--- config.mk ---
export PLATFORM = sky130hd
export DESIGN_NAME = facto_job_ctrl
export DESIGN_NICKNAME = d
export VERILOG_FILES = /design/src/rtl/facto_job_ctrl_pkg.sv /design/src/rtl/facto_cmd_fifo.sv /design/src/rtl/facto_job_ctrl.sv
export SDC_FILE = /design/constraint.sdc
export NUM_CORES = 1
export LEC_CHECK = 0
export ABC_AREA = 1
export ABC_CLOCK_PERIOD_IN_PS = 2300
export CORE_MARGIN = 1.5
export CORE_UTILIZATION = 49
export DETAILED_ROUTE_END_ITERATION = 10
export PLACE_DENSITY = 0.79
export SYNTH_ARGS = -nofsm -noshare
export SYNTH_HDL_FRONTEND = slang
export SYNTH_SLANG_ARGS = --single-unit
--- constraint.sdc ---
create_clock -name CLK -period 2.3 [get_ports CLK]
set_input_delay 0.23 -clock CLK [delete_from_list [all_inputs] [get_ports CLK]]
set_output_delay 0.23 -clock CLK [all_outputs]
set_load 0.02 [all_outputs]
--- src/rtl/facto_job_ctrl_pkg.sv ---
// Shared constants and types for the facto job controller and its command FIFO.
package facto_job_ctrl_pkg;

  localparam int unsigned W = 8;
  localparam int unsigned FACTO_OVF_LIMIT = 5;

  localparam logic [1:0] ST_IDLE  = 2'd0;
  localparam logic [1:0] ST_ISSUE = 2'd1;
  localparam logic [1:0] ST_WAIT  = 2'd2;
  localparam logic [1:0] ST_HOLD  = 2'd3;

  typedef enum logic [1:0] {
    StIdle  = ST_IDLE,
    StIssue = ST_ISSUE,
    StWait  = ST_WAIT,
    StHold  = ST_HOLD
  } state_e;

  typedef struct packed {
    logic [W-1:0] fi;
    logic [W-1:0] x;
    logic         ovf;
    logic         tmo;
  } result_t;

  // Factorials above 5! no longer fit in W bits.
  function automatic logic is_ovf(input logic [W-1:0] x);
    return x > W'(FACTO_OVF_LIMIT);
  endfunction

endpackage

--- src/rtl/facto_cmd_fifo.sv ---
// Command FIFO: DEPTH x W entries, async active-low reset, push/pop guarded by full/empty.
module facto_cmd_fifo
  import facto_job_ctrl_pkg::*;
#(
  parameter int unsigned DEPTH = 4,
  localparam int unsigned PtrW = (DEPTH > 1) ? $clog2(DEPTH) : 1,
  localparam int unsigned CntW = $clog2(DEPTH + 1)
) (
  input  logic            clk_i,
  input  logic            rst_ni,
  input  logic            push_i,
  input  logic [W-1:0]    wdata_i,
  input  logic            pop_i,
  output logic [W-1:0]    rdata_o,
  output logic            full_o,
  output logic            empty_o,
  output logic [CntW-1:0] count_o
);

  logic [W-1:0]    mem_q [DEPTH];
  logic [PtrW-1:0] wr_ptr_q, wr_ptr_d;
  logic [PtrW-1:0] rd_ptr_q, rd_ptr_d;
  logic [CntW-1:0] count_q, count_d;
  logic            do_push, do_pop;

  assign full_o  = (count_q == CntW'(DEPTH));
  assign empty_o = (count_q == '0);
  assign count_o = count_q;
  assign rdata_o = mem_q[rd_ptr_q];

  assign do_push = push_i & ~full_o;
  assign do_pop  = pop_i & ~empty_o;

  // DEPTH is a power of two, so pointers wrap by natural overflow.
  always_comb begin
    wr_ptr_d = wr_ptr_q;
    rd_ptr_d = rd_ptr_q;
    count_d  = count_q;
    if (do_push) wr_ptr_d = wr_ptr_q + PtrW'(1);
    if (do_pop)  rd_ptr_d = rd_ptr_q + PtrW'(1);
    unique case ({do_push, do_pop})
      2'b10:   count_d = count_q + CntW'(1);
      2'b01:   count_d = count_q - CntW'(1);
      default: count_d = count_q;
    endcase
  end

  always_ff @(posedge clk_i or negedge rst_ni) begin
    if (!rst_ni) begin
      wr_ptr_q <= '0;
      rd_ptr_q <= '0;
      count_q  <= '0;
    end else begin
      wr_ptr_q <= wr_ptr_d;
      rd_ptr_q <= rd_ptr_d;
      count_q  <= count_d;
    end
  end

  always_ff @(posedge clk_i) begin
    if (do_push) mem_q[wr_ptr_q] <= wdata_i;
  end

endmodule

--- src/rtl/facto_job_ctrl.sv ---
// Upstream command stage for the facto core: queues operands, runs one job at a time,
// and returns the result (with echo, overflow and timeout flags) over valid/ready.
module facto_job_ctrl
  import facto_job_ctrl_pkg::*;
#(
  parameter int unsigned DEPTH   = 4,
  parameter int unsigned TIMEOUT = 255
) (
  input  logic         CLK,
  input  logic         RST,
  input  logic         in_valid,
  input  logic [W-1:0] in_x,
  output logic         in_ready,
  output logic         start_o,
  output logic [W-1:0] x_o,
  input  logic         done_i,
  input  logic [W-1:0] fi_i,
  output logic         out_valid,
  output logic [W-1:0] out_fi,
  output logic [W-1:0] out_x,
  output logic         out_ovf,
  output logic         out_tmo,
  input  logic         out_ready,
  output logic         busy
);

  localparam int unsigned CntW = $clog2(DEPTH + 1);

  state_e          state_q, state_d;
  logic [7:0]      timer_q, timer_d;
  logic [W-1:0]    x_q, x_d;
  result_t         res_q, res_d;
  logic            out_valid_q, out_valid_d;
  logic            done_prev_q;
  logic            rdy_q;

  logic            fifo_push, fifo_pop, fifo_full, fifo_empty;
  logic [W-1:0]    fifo_rdata;
  logic [CntW-1:0] fifo_cnt;
  logic            done_rise;
  logic [8:0]      timer_nxt;
  logic            tmo_hit;

  // rdy_q keeps in_ready low until the first clock after reset release.
  assign in_ready  = rdy_q & ~fifo_full;
  assign fifo_push = in_valid & in_ready;

  facto_cmd_fifo #(
    .DEPTH (DEPTH)
  ) u_cmd_fifo (
    .clk_i   (CLK),
    .rst_ni  (RST),
    .push_i  (fifo_push),
    .wdata_i (in_x),
    .pop_i   (fifo_pop),
    .rdata_o (fifo_rdata),
    .full_o  (fifo_full),
    .empty_o (fifo_empty),
    .count_o (fifo_cnt)
  );

  assign done_rise = done_i & ~done_prev_q;
  assign timer_nxt = {1'b0, timer_q} + 9'd1;
  assign tmo_hit   = (timer_nxt >= 9'(TIMEOUT));

  always_comb begin
    state_d     = state_q;
    timer_d     = timer_q;
    x_d         = x_q;
    res_d       = res_q;
    out_valid_d = out_valid_q;
    fifo_pop    = 1'b0;
    unique case (state_q)
      StIdle: begin
        if (!fifo_empty) begin
          fifo_pop = 1'b1;
          x_d      = fifo_rdata;
          state_d  = StIssue;
        end
      end
      StIssue: begin
        timer_d = '0;
        state_d = StWait;
      end
      StWait: begin
        // A completion edge in the same cycle as the timeout takes priority.
        if (done_rise) begin
          res_d       = '{fi: fi_i, x: x_q, ovf: is_ovf(x_q), tmo: 1'b0};
          out_valid_d = 1'b1;
          state_d     = StHold;
        end else if (tmo_hit) begin
          res_d       = '{fi: '0, x: x_q, ovf: is_ovf(x_q), tmo: 1'b1};
          out_valid_d = 1'b1;
          state_d     = StHold;
        end else if (timer_q != 8'hff) begin
          timer_d = timer_nxt[7:0];
        end
      end
      StHold: begin
        if (out_ready) begin
          out_valid_d = 1'b0;
          state_d     = StIdle;
        end
      end
      default: state_d = StIdle;
    endcase
  end

  always_ff @(posedge CLK or negedge RST) begin
    if (!RST) begin
      state_q     <= StIdle;
      timer_q     <= '0;
      x_q         <= '0;
      res_q       <= '0;
      out_valid_q <= 1'b0;
      done_prev_q <= 1'b0;
      rdy_q       <= 1'b0;
    end else begin
      state_q     <= state_d;
      timer_q     <= timer_d;
      x_q         <= x_d;
      res_q       <= res_d;
      out_valid_q <= out_valid_d;
      done_prev_q <= done_i;
      rdy_q       <= 1'b1;
    end
  end

  assign start_o   = (state_q == StIssue);
  assign x_o       = x_q;
  assign out_valid = out_valid_q;
  assign out_fi    = res_q.fi;
  assign out_x     = res_q.x;
  assign out_ovf   = res_q.ovf;
  assign out_tmo   = res_q.tmo;
  assign busy      = (state_q != StIdle) | (fifo_cnt != '0);

endmodule
==> impl_metrics.ini, run 1 <==
[outcome]
status = complete, no violations

[clocking]
cts_buffers = 9
cts-root-buf = clkbuf_8
cts_sinks = 78
post_cts_buffers = 0
cts.clk_slew.worst_paths_ns = 0.08
worstSkewPairLatency_ns = 0.34
cts_tree = built
cts_buffer_depth = 2
h-tree-depth = 3

[setup_path]
cp-startpoint = state_q[0]
crit_fanout = 4
path_cells = inv_1, ha_1, nand4_1, clkdlybuf4s50_1
path_class = flip-flop to primary output
cp_num_buf_inv = 2
cp_slowest_cell = clkdlybuf4s50_1
cp.arrival_ns = 1.80
cpLargestDelayFamily = buffers and inverters
max_stage_delay_ns = 0.61
cp-end-kind = primary output
rr_startpoint = timer_q[0]
start_kind = flip-flop
crit_required_ns = 2.07

[finish]
n_fill_cell = 556
nets = 438
n_antenna_cell = 0
regArea_um2 = 2110
multiInputGateArea_um2 = 1190
layout-drive-gt1-share_pct = 13.9
area_growth_syn_to_layout_pct = 23.2

[route]
ant_nets = 0
wl_per_cell_um = 12.7
finalWirelength_mm = 6.39
first_iter_violations = 137
drc = 0
vias_per_cell = 4.96
dr.pass1.iters = 4
via_count = 2506

[synth]
ys_ff_latch = 78
syn_nets = 375
synth_seq_area_share_pct = 60.0
yosys_warnings = 0
synth_cell_types = 32
synth.largest_area_cell = dfrtp_1
netlist_area_um2 = 3520
syn_area_per_cell_um2 = 10.3
synth_area_leaders = dfrtp_1 33%, edfxtp_1 27%, nand2_1 7.8%
synth_top_cell_area_share_pct = 32.7
synthesis.instances = 341

[placed_design]
place.gp.congestion = 0.855
post-place-ws_ns = 0.305
io_buffers = 50
dp_hpwl_mm = 4.53

[sta]
fin_ws_ns = 0.268
fmax_mhz = 492
slew_headroom_pct = 55.4
fin_setup_tns_ns = 0
period_share_pct = 88.3
skew_ns = 0.00546
rsz0062_at_grt = false
setup_violations = 0
worstMarginPinSlew_ns = 0.652
timing_max_transition_violations_final = 0
hold_violations = 0
min_period_ns = 2.03

[global_route]
grt_util_met2_pct = 29.7
grt_pass1_vias = 2410
gr-max-usage-layer = met2
grt_max_degree = 37
grt-ovfl-total = 0
grtUsageMet3_pct = 3.77
grtUsageMet1_pct = 22.4
grt_util_all_layers_pct = 18.1
grt_pass1_wl_mm = 10.6
antenna_found_initial = 0

[die]
coreArea_um2 = 6870
die_w_um = 87.7
initial_core_util_pct = 51.2
dieArea_um2 = 7700
ioPinCount = 51
rows = 30
die_h_um = 87.7

[min_path]
min_from = done_i
min_path_type = input port to flip-flop

[power]
power.total_mw = 5.28
power.leakage_nw = 1.88
irDropWorstVdd_uv = 418
p_per_area_nw_per_um2 = 1220

[flow_run]
drv_cap = 0
cell families (layout without fill, tap and decap cells):
family	after synthesis	count (layout)	share of synthesized area, %
adders and majority gates	13	13	4.84
other	1	1	0.107
AOI/OAI and AO/OA	54	54	10.8
DFF	78	78	60.0
buffers and inverters	49	117	6.01
and+or+nand+nor	141	141	16.9
xor gates and xnor gates	5	5	1.24
cell usage in the layout, fill, tap and decap left out, types with 2 or more instances in the layout:
cell type        count
nand2_1             73
clkdlybuf4s50_1     49
dfrtp_1             46
nor2_1              38
inv_1               36
edfxtp_1            32
o21ai_0             19
o21ai_2             18
nand3_1             17
ha_1                12
buf_4               11
clkbuf_8             9
o32ai_1              8
nand2_2              4
xor2_1               4
clkinv_1             3
nor2_2               3
a21oi_1              3
a31oi_1              2
o21bai_1             2
nand3_2              2
clkinvlp_4           2
clkinv_4             2
report_power, final:
group / internal (mW) / switching [mW]
clock: 0.393 / 0.500
sequential: 1.84 / 0.287
combinational: 0.963 / 1.30
final timing paths:
kind	slack, ns	endpoint	cells after the start
min	0.36	done_prev_q	1
min in group asynchronous	0.37	timer_q[4]	2
min reg2reg	0.48	out_fi[3]	2
max in group asynchronous	1.23	x_o[3]	3
max reg2reg	0.30	out_ovf	11
max	0.27	busy	4
timing repair:
| item | 4_1_cts | 5_1_grt |
|---|---|---|
| hold buffers | 1 | 0 |
| gates resized for setup | 0 | 0 |
| hold endpoints to repair | 19 | 0 |
cell usage after synthesis:
| cell | count |
|---|---|
| a2111oi_0 | 1 |
| a21oi_1 | 3 |
| a31oi_1 | 2 |
| and2_1 | 1 |
| buf_2 | 1 |
| buf_4 | 1 |
| buf_6 | 3 |
| clkbuf_1 | 5 |
| clkinv_1 | 2 |
| conb_1 | 1 |
| dfrtp_1 | 46 |
| edfxtp_1 | 32 |
| fa_1 | 1 |
| ha_1 | 12 |
| inv_1 | 36 |
| inv_2 | 1 |
| nand2_1 | 73 |
| nand2_2 | 4 |
| nand2_4 | 1 |
| nand3_1 | 17 |
| nand3_2 | 2 |
| nand4_1 | 1 |
| nor2_1 | 38 |
| nor2_2 | 3 |
| o21ai_0 | 19 |
| o21ai_2 | 18 |
| o21bai_1 | 2 |
| o31ai_1 | 1 |
| o32ai_1 | 8 |
| or2_2 | 1 |
| xnor2_1 | 1 |
| xor2_1 | 4 |
layer usage:
metal / vias up / share of wire [%]
met3: 5 / 4.5
met1: 1189 / 45
met2: 60 / 50
met4: 0 / 0.59
met5: - / 0
li1: 1252 / -
sequential cells by signal, summed over array words and instances, names as in the netlist:
register             cells
done_prev_q              1
out_tmo                  1
u_cmd_fifo.count_o       3
x_o                      8
rdy_q                    1
u_cmd_fifo.mem_q        32
u_cmd_fifo.rd_ptr_q      2
out_valid                1
out_fi                   8
timer_q                  8
state_q                  2
out_ovf                  1
out_x                    8
u_cmd_fifo.wr_ptr_q      2
cell type report:
class                           count  share of cell area, %
Tap cell                           96                   2.77
Sequential cell                    78                   48.7
Clock inverter                      7                   1.15
Inverter                           39                   3.38
Multi-Input combinational cell    214                   27.6
Clock buffer                        9                   2.86
Timing Repair Buffer               62                   13.6
stage by stage:
stage               cells  cell area, um^2  utilization, %  hold slack [ns]
floorplan             341             3520               -          -0.0656
global placement      488             4150            60.4            0.203
detailed placement    488             4150            60.4            0.199
CTS                   505             4340            63.1            0.340
global route          505             4340            63.1            0.349
finish                505             4340            63.1            0.357
Note: power is estimated with default switching activity, not from simulation.
==> run 2, diff against run 1 <==
--- a/config.mk
+++ b/config.mk
@@ -8,9 +8,11 @@
 export ABC_AREA = 1
 export ABC_CLOCK_PERIOD_IN_PS = 2300
 export CORE_MARGIN = 1.5
-export CORE_UTILIZATION = 49
+export CORE_UTILIZATION = 57
 export DETAILED_ROUTE_END_ITERATION = 10
-export PLACE_DENSITY = 0.79
+export DONT_BUFFER_PORTS = 1
+export GPL_TIMING_DRIVEN = 0
+export PLACE_DENSITY = 0.78
 export SYNTH_ARGS = -nofsm -noshare
 export SYNTH_HDL_FRONTEND = slang
 export SYNTH_SLANG_ARGS = --single-unit
==> run 2 against run 1 <==
Utilization rose by 3.3 points. Via count fell by 7.6%. Worst setup slack got worse by 0.12 ns. Count of clock-buffer cells in the layout rose by 1. Hold slack got worse by 0.33 ns. Non-clock buffer count fell by 42. Sequential share of layout area rose by 4.7 points. Register-to-register slack got worse by 0.15 ns. Critical path type is now flip-flop to flip-flop. Power fell by 4.6%. Critical path depth rose by 6.
==> impl_metrics.ini, run 2 (synthesized netlist as in run 1, its figures left out) <==
[outcome]
status = complete, no violations

[clocking]
h-tree-depth = 3
cts_buffer_depth = 2
cts-root-buf = clkbuf_8
worstSkewPairLatency_ns = 0.35
cts.clk_slew.worst_paths_ns = 0.08
cts_sinks = 78
cts_tree = built
post_cts_buffers = 0
cts_buffers = 9

[die]
die_h_um = 81.6
initial_core_util_pct = 59.1
ioPinCount = 51
coreArea_um2 = 5960
dieArea_um2 = 6650
die_w_um = 81.6
rows = 28

[finish]
final_cell_mix = 72 x nand2_1, 45 x dfrtp_1, 38 x nor2_1
regMostFlops = u_cmd_fifo.mem_q
largest_register_ffs = 32
regArea_um2 = 2110
stdcell_count = 442
n_antenna_cell = 0
layout_commonest_cell = nand2_1
multiInputGateArea_um2 = 1200
nets = 396
layout-drive-gt1-share_pct = 15.5
area_growth_syn_to_layout_pct = 12.5
n_fill_cell = 470

[route]
first_iter_violations = 104
finalWirelength_mm = 6.66
dr.pass1.iters = 4
vias_per_cell = 5.24
wl_per_cell_um = 15.1
drc = 0
ant_nets = 0
via_count = 2315

[sta]
setup_violations = 0
rsz0062_at_grt = false
min_period_ns = 2.15
fmax_mhz = 465
skew_ns = 0.00661
slew_headroom_pct = 46.9
fin_setup_tns_ns = 0
timing_max_transition_violations_final = 0
hold_violations = 0
worstMarginPinSlew_ns = 0.793
period_share_pct = 93.6
fin_ws_ns = 0.148

[global_route]
grt_pass1_wl_mm = 10.8
grt_pass1_vias = 2354
antenna_found_initial = 0
grt_util_all_layers_pct = 22.1
grt_max_degree = 47
grt-ovfl-total = 0

[setup_path]
crit_end = u_cmd_fifo.count_o[2]
cp.arrival_ns = 2.39
r2r_slack_ns = 0.15
rr_endpoint = u_cmd_fifo.count_o[2]
rr_startpoint = state_q[0]
path_cells = inv_2, ha_1, o31ai_1, bufinv_8, ha_1, inv_1, fa_1, a21oi_1, o21ai_0, xor2_1
cp-end-kind = flip-flop
crit_required_ns = 2.53
cp-startpoint = state_q[0]
crit_fanout = 18
max_stage_delay_ns = 0.45
path_class = flip-flop to flip-flop
start_kind = flip-flop
cp_slowest_cell = dfrtp_2
worst_path_most_repeated_cell = ha_1
reg2reg_depth = 10

[power]
power_frac_seq_pct = 47.4
irDropWorstVdd_uv = 734
clockPowerShare_pct = 20.4
p_per_area_nw_per_um2 = 1270
pwr-share-comb_pct = 32.2
p_int_mw = 2.95
p_sw_share_pct = 41.5
power.switching_mw = 2.09
power.leakage_nw = 1.74

[flow_run]
drv_cap = 0

[placed_design]
io_buffers = 0
dp.cells = 416
post-place-ws_ns = -0.248
place.gp.congestion = 0.785
dp_hpwl_mm = 4.44

[min_path]
min_path_type = input port to flip-flop
min_from = fi_i[6]
-- run 2: cell types whose count changed in the layout (fill, tap and decap cells not counted), sizes merged --
cell	delta
buf	-6
bufinv	+2
clkbuf	+5
clkdlybuf4s50	-49
clkinv	-5
clkinvlp	+1
dlygate4sd3	+9
inv	+1
-- run 2: repair_timing --
item	4_1_cts	5_1_grt
hold buffers	11	0
setup endpoints to repair	34	26
resized for setup	2	5
hold endpoints to repair	79	0
-- run 2: stage by stage --
step / instance area, um^2 / utilization (%) / power, mW / hold WS, ns
after floorplan: 3520 / - / 3.56 / -0.0656
after global placement: 3610 / 60.7 / 3.87 / -0.0644
after detailed placement: 3610 / 60.7 / 3.97 / -0.0645
after CTS: 3940 / 66.2 / 5.04 / 0.0126
after global routing: 3960 / 66.4 / 5.42 / 0.0228
final: 3960 / 66.4 / 5.04 / 0.0232
-- run 2: final cells by class --
| class | instances | area share (%) |
|---|---|---|
| plain buffers | 9 | 1.55 |
| clock buffers | 10 | 3.22 |
| clock inverters | 6 | 1.77 |
| inverters | 39 | 4.05 |
| multi-input cells | 214 | 30.4 |
| flip-flops and latches | 78 | 53.4 |
| well taps | 75 | 2.37 |
| repair buffers | 11 | 3.22 |
-- run 2: worst max-delay path: cells and delay by family, from the launching register on --
family / cells / cell delay (ns)
flops: 1 / 0.45
compound gates: 3 / 0.35
xor+xnor: 1 / 0.15
buf+inv: 3 / 0.39
fa+ha+maj: 3 / 0.69
-- run 2: how the worst min path moves through the flow --
stage,end,slack [ns],depth (start not counted)
6_report,out_fi[6],0.02,2
5_1_grt,out_fi[5],0.02,2
4_1_cts,out_fi[6],0.01,2
3_5_place_dp,timer_q[0],-0.06,0
3_3_place_gp,timer_q[1],-0.06,0
2_1_floorplan,done_prev_q,-0.07,0
-- run 2: per-layer routing --
metal  global-route usage, %  part of all wire (%)  wire (um)
met5                       0                     0          0
met4                    11.0                   1.8        120
met3                    4.44                   5.0        336
met2                    37.3                    50       3340
met1                    26.8                    43       2870
-- run 2: power groups by stage --
stage                     Sequential (mW)  Combinational [mW]  Clock (mW)
after floorplan                      2.32                1.23           0
after global placement               2.39                1.48           0
after detailed placement             2.41                1.56           0
after CTS                            2.39                1.60        1.05
after global routing                 2.44                1.87        1.10
final                                2.39                1.62        1.03
==> edit (settings of run 1) <==
Take the reset off `x_q` and load it in a clocked block of its own.
--- a/src/rtl/facto_job_ctrl.sv
+++ b/src/rtl/facto_job_ctrl.sv
@@ -111,5 +111,4 @@
       state_q     <= StIdle;
       timer_q     <= '0;
-      x_q         <= '0;
       res_q       <= '0;
       out_valid_q <= 1'b0;
@@ -119,5 +118,4 @@
       state_q     <= state_d;
       timer_q     <= timer_d;
-      x_q         <= x_d;
       res_q       <= res_d;
       out_valid_q <= out_valid_d;
@@ -125,4 +123,8 @@
       rdy_q       <= 1'b1;
     end
+  end
+
+  always_ff @(posedge CLK) begin
+    x_q <= x_d;
   end
 
Check against the original RTL: differs if RST is asserted again (counterexample within 4 cycles, from zero or initial values and one cycle with RST low); with RST held inactive, the same outputs for 10 cycles.
==> edit against run 1 <==
The run now ends with negative hold slack left; wire length fell by 2.3%; first-iteration DRC count fell by 39%; design area rose by 0.12%; worst setup slack got worse by 78 ps; synthesized area fell by 0.53%; combinational power fell by 7%; synthesized cell count fell by 4.7%; count of clock-buffer cells in the layout did not move; power rose by 4.2%; sequential cell count did not move.
==> edit: results (changes against run 1) <==
- Met2 wire len: 3050 µm (-4.1%)
- Worst EP arrival: 2330 ps (+530 ps)
- Clk tree area frac: 5.22% (+1.2 points)
- Worst-margin pin slew: 850 ps (+199 ps)
- Clock skew: 9.37 ps (+3.91 ps)
- First-pass GRT wire length: 10500 µm (-0.92%)
- DP Cell Count: 470 (-3.7%)
- Final Hold Viols: 15 (+15)
- Status: finished, violations left
- Fraction of layout cells with a size suffix above 1: 16.4% (+2.5 points)
- GR Util met3: 4.27% (+0.50 points)
- Routed met3 length: 265 µm (-8.3%)
- Reg2reg end: out_x[3]$_DFFE_PN0P_
- Fraction of area in registers: 49.6% (+0.87 points)
- Unique masters post-synth: 31 (-3.1%)
- Pint: 3.46 mW (+8.2%)
- Crit Path Max Fanout: 31 (+27)
- Compound-Gate Fraction of Synth Area: 9.08% (-1.8 points)
- Fin nets: 419 (-4.3%)
- Pwr Total: 5.51 mW (+4.2%)
- Leak: 1.86 nW (-1.2%)
- Hold Buf Count CTS: 0 (-1)
- CP max stage delay: 440 ps (-170 ps)
- Failing checks: negative hold slack
- Sequential element share of the synthesized area: 61.5% (+1.5 points)
- WHS: -16.9 ps (-374 ps)
- M1 GR Usage: 22.2% (-0.21 points)
- Worst vdd ir: 0.000554 V (+33%)
- Adder-cell share of the synthesized area: 4.86% (+0.026 points)
- Invs w/o clock: 35 (-10%)
- Xor and xnor area share after synthesis: 1.25% (+0.0067 points)
- Via count: 2348 (-6.3%)
- Signal buf overhead: 12.8% (-0.77 points)
- Mapped Nets: 359 (-4.3%)
- Area taken by multi-input logic gates: 1150 µm² (-3.4%)
- Routed WL: 6240 µm (-2.3%)
- M2 GR Usage: 29.8% (+0.089 points)
- Largest net degree at the start of global routing: 39 (+5.4%)
- Post-synth EDFFs: 40 (+25%)
- Worst min path class: input pin to async pin
- HPWL after DPL: 4480 µm (-1.1%)
- Post-synth ARST share: 48.7% (-10 points)
-- edit: how the worst max path moves through the flow --
| stage | slack (ps) | from | to | cells after the start |
|---|---|---|---|---|
| 2_1_floorplan | 160 | u_cmd_fifo.count_o[0]$_DFFE_PN0P_ | u_cmd_fifo.count_o[1]$_DFFE_PN0P_ | 7 |
| 3_3_place_gp | 300 | timer_q[0]$_DFFE_PN0P_ | out_x[3]$_DFFE_PN0P_ | 11 |
| 3_5_place_dp | 210 | timer_q[0]$_DFFE_PN0P_ | out_x[3]$_DFFE_PN0P_ | 11 |
| 4_1_cts | 190 | timer_q[0]$_DFFE_PN0P_ | out_x[3]$_DFFE_PN0P_ | 11 |
| 5_1_grt | 40 | timer_q[0]$_DFFE_PN0P_ | out_x[3]$_DFFE_PN0P_ | 11 |
| 6_report | 190 | timer_q[0]$_DFFE_PN0P_ | out_x[3]$_DFFE_PN0P_ | 11 |
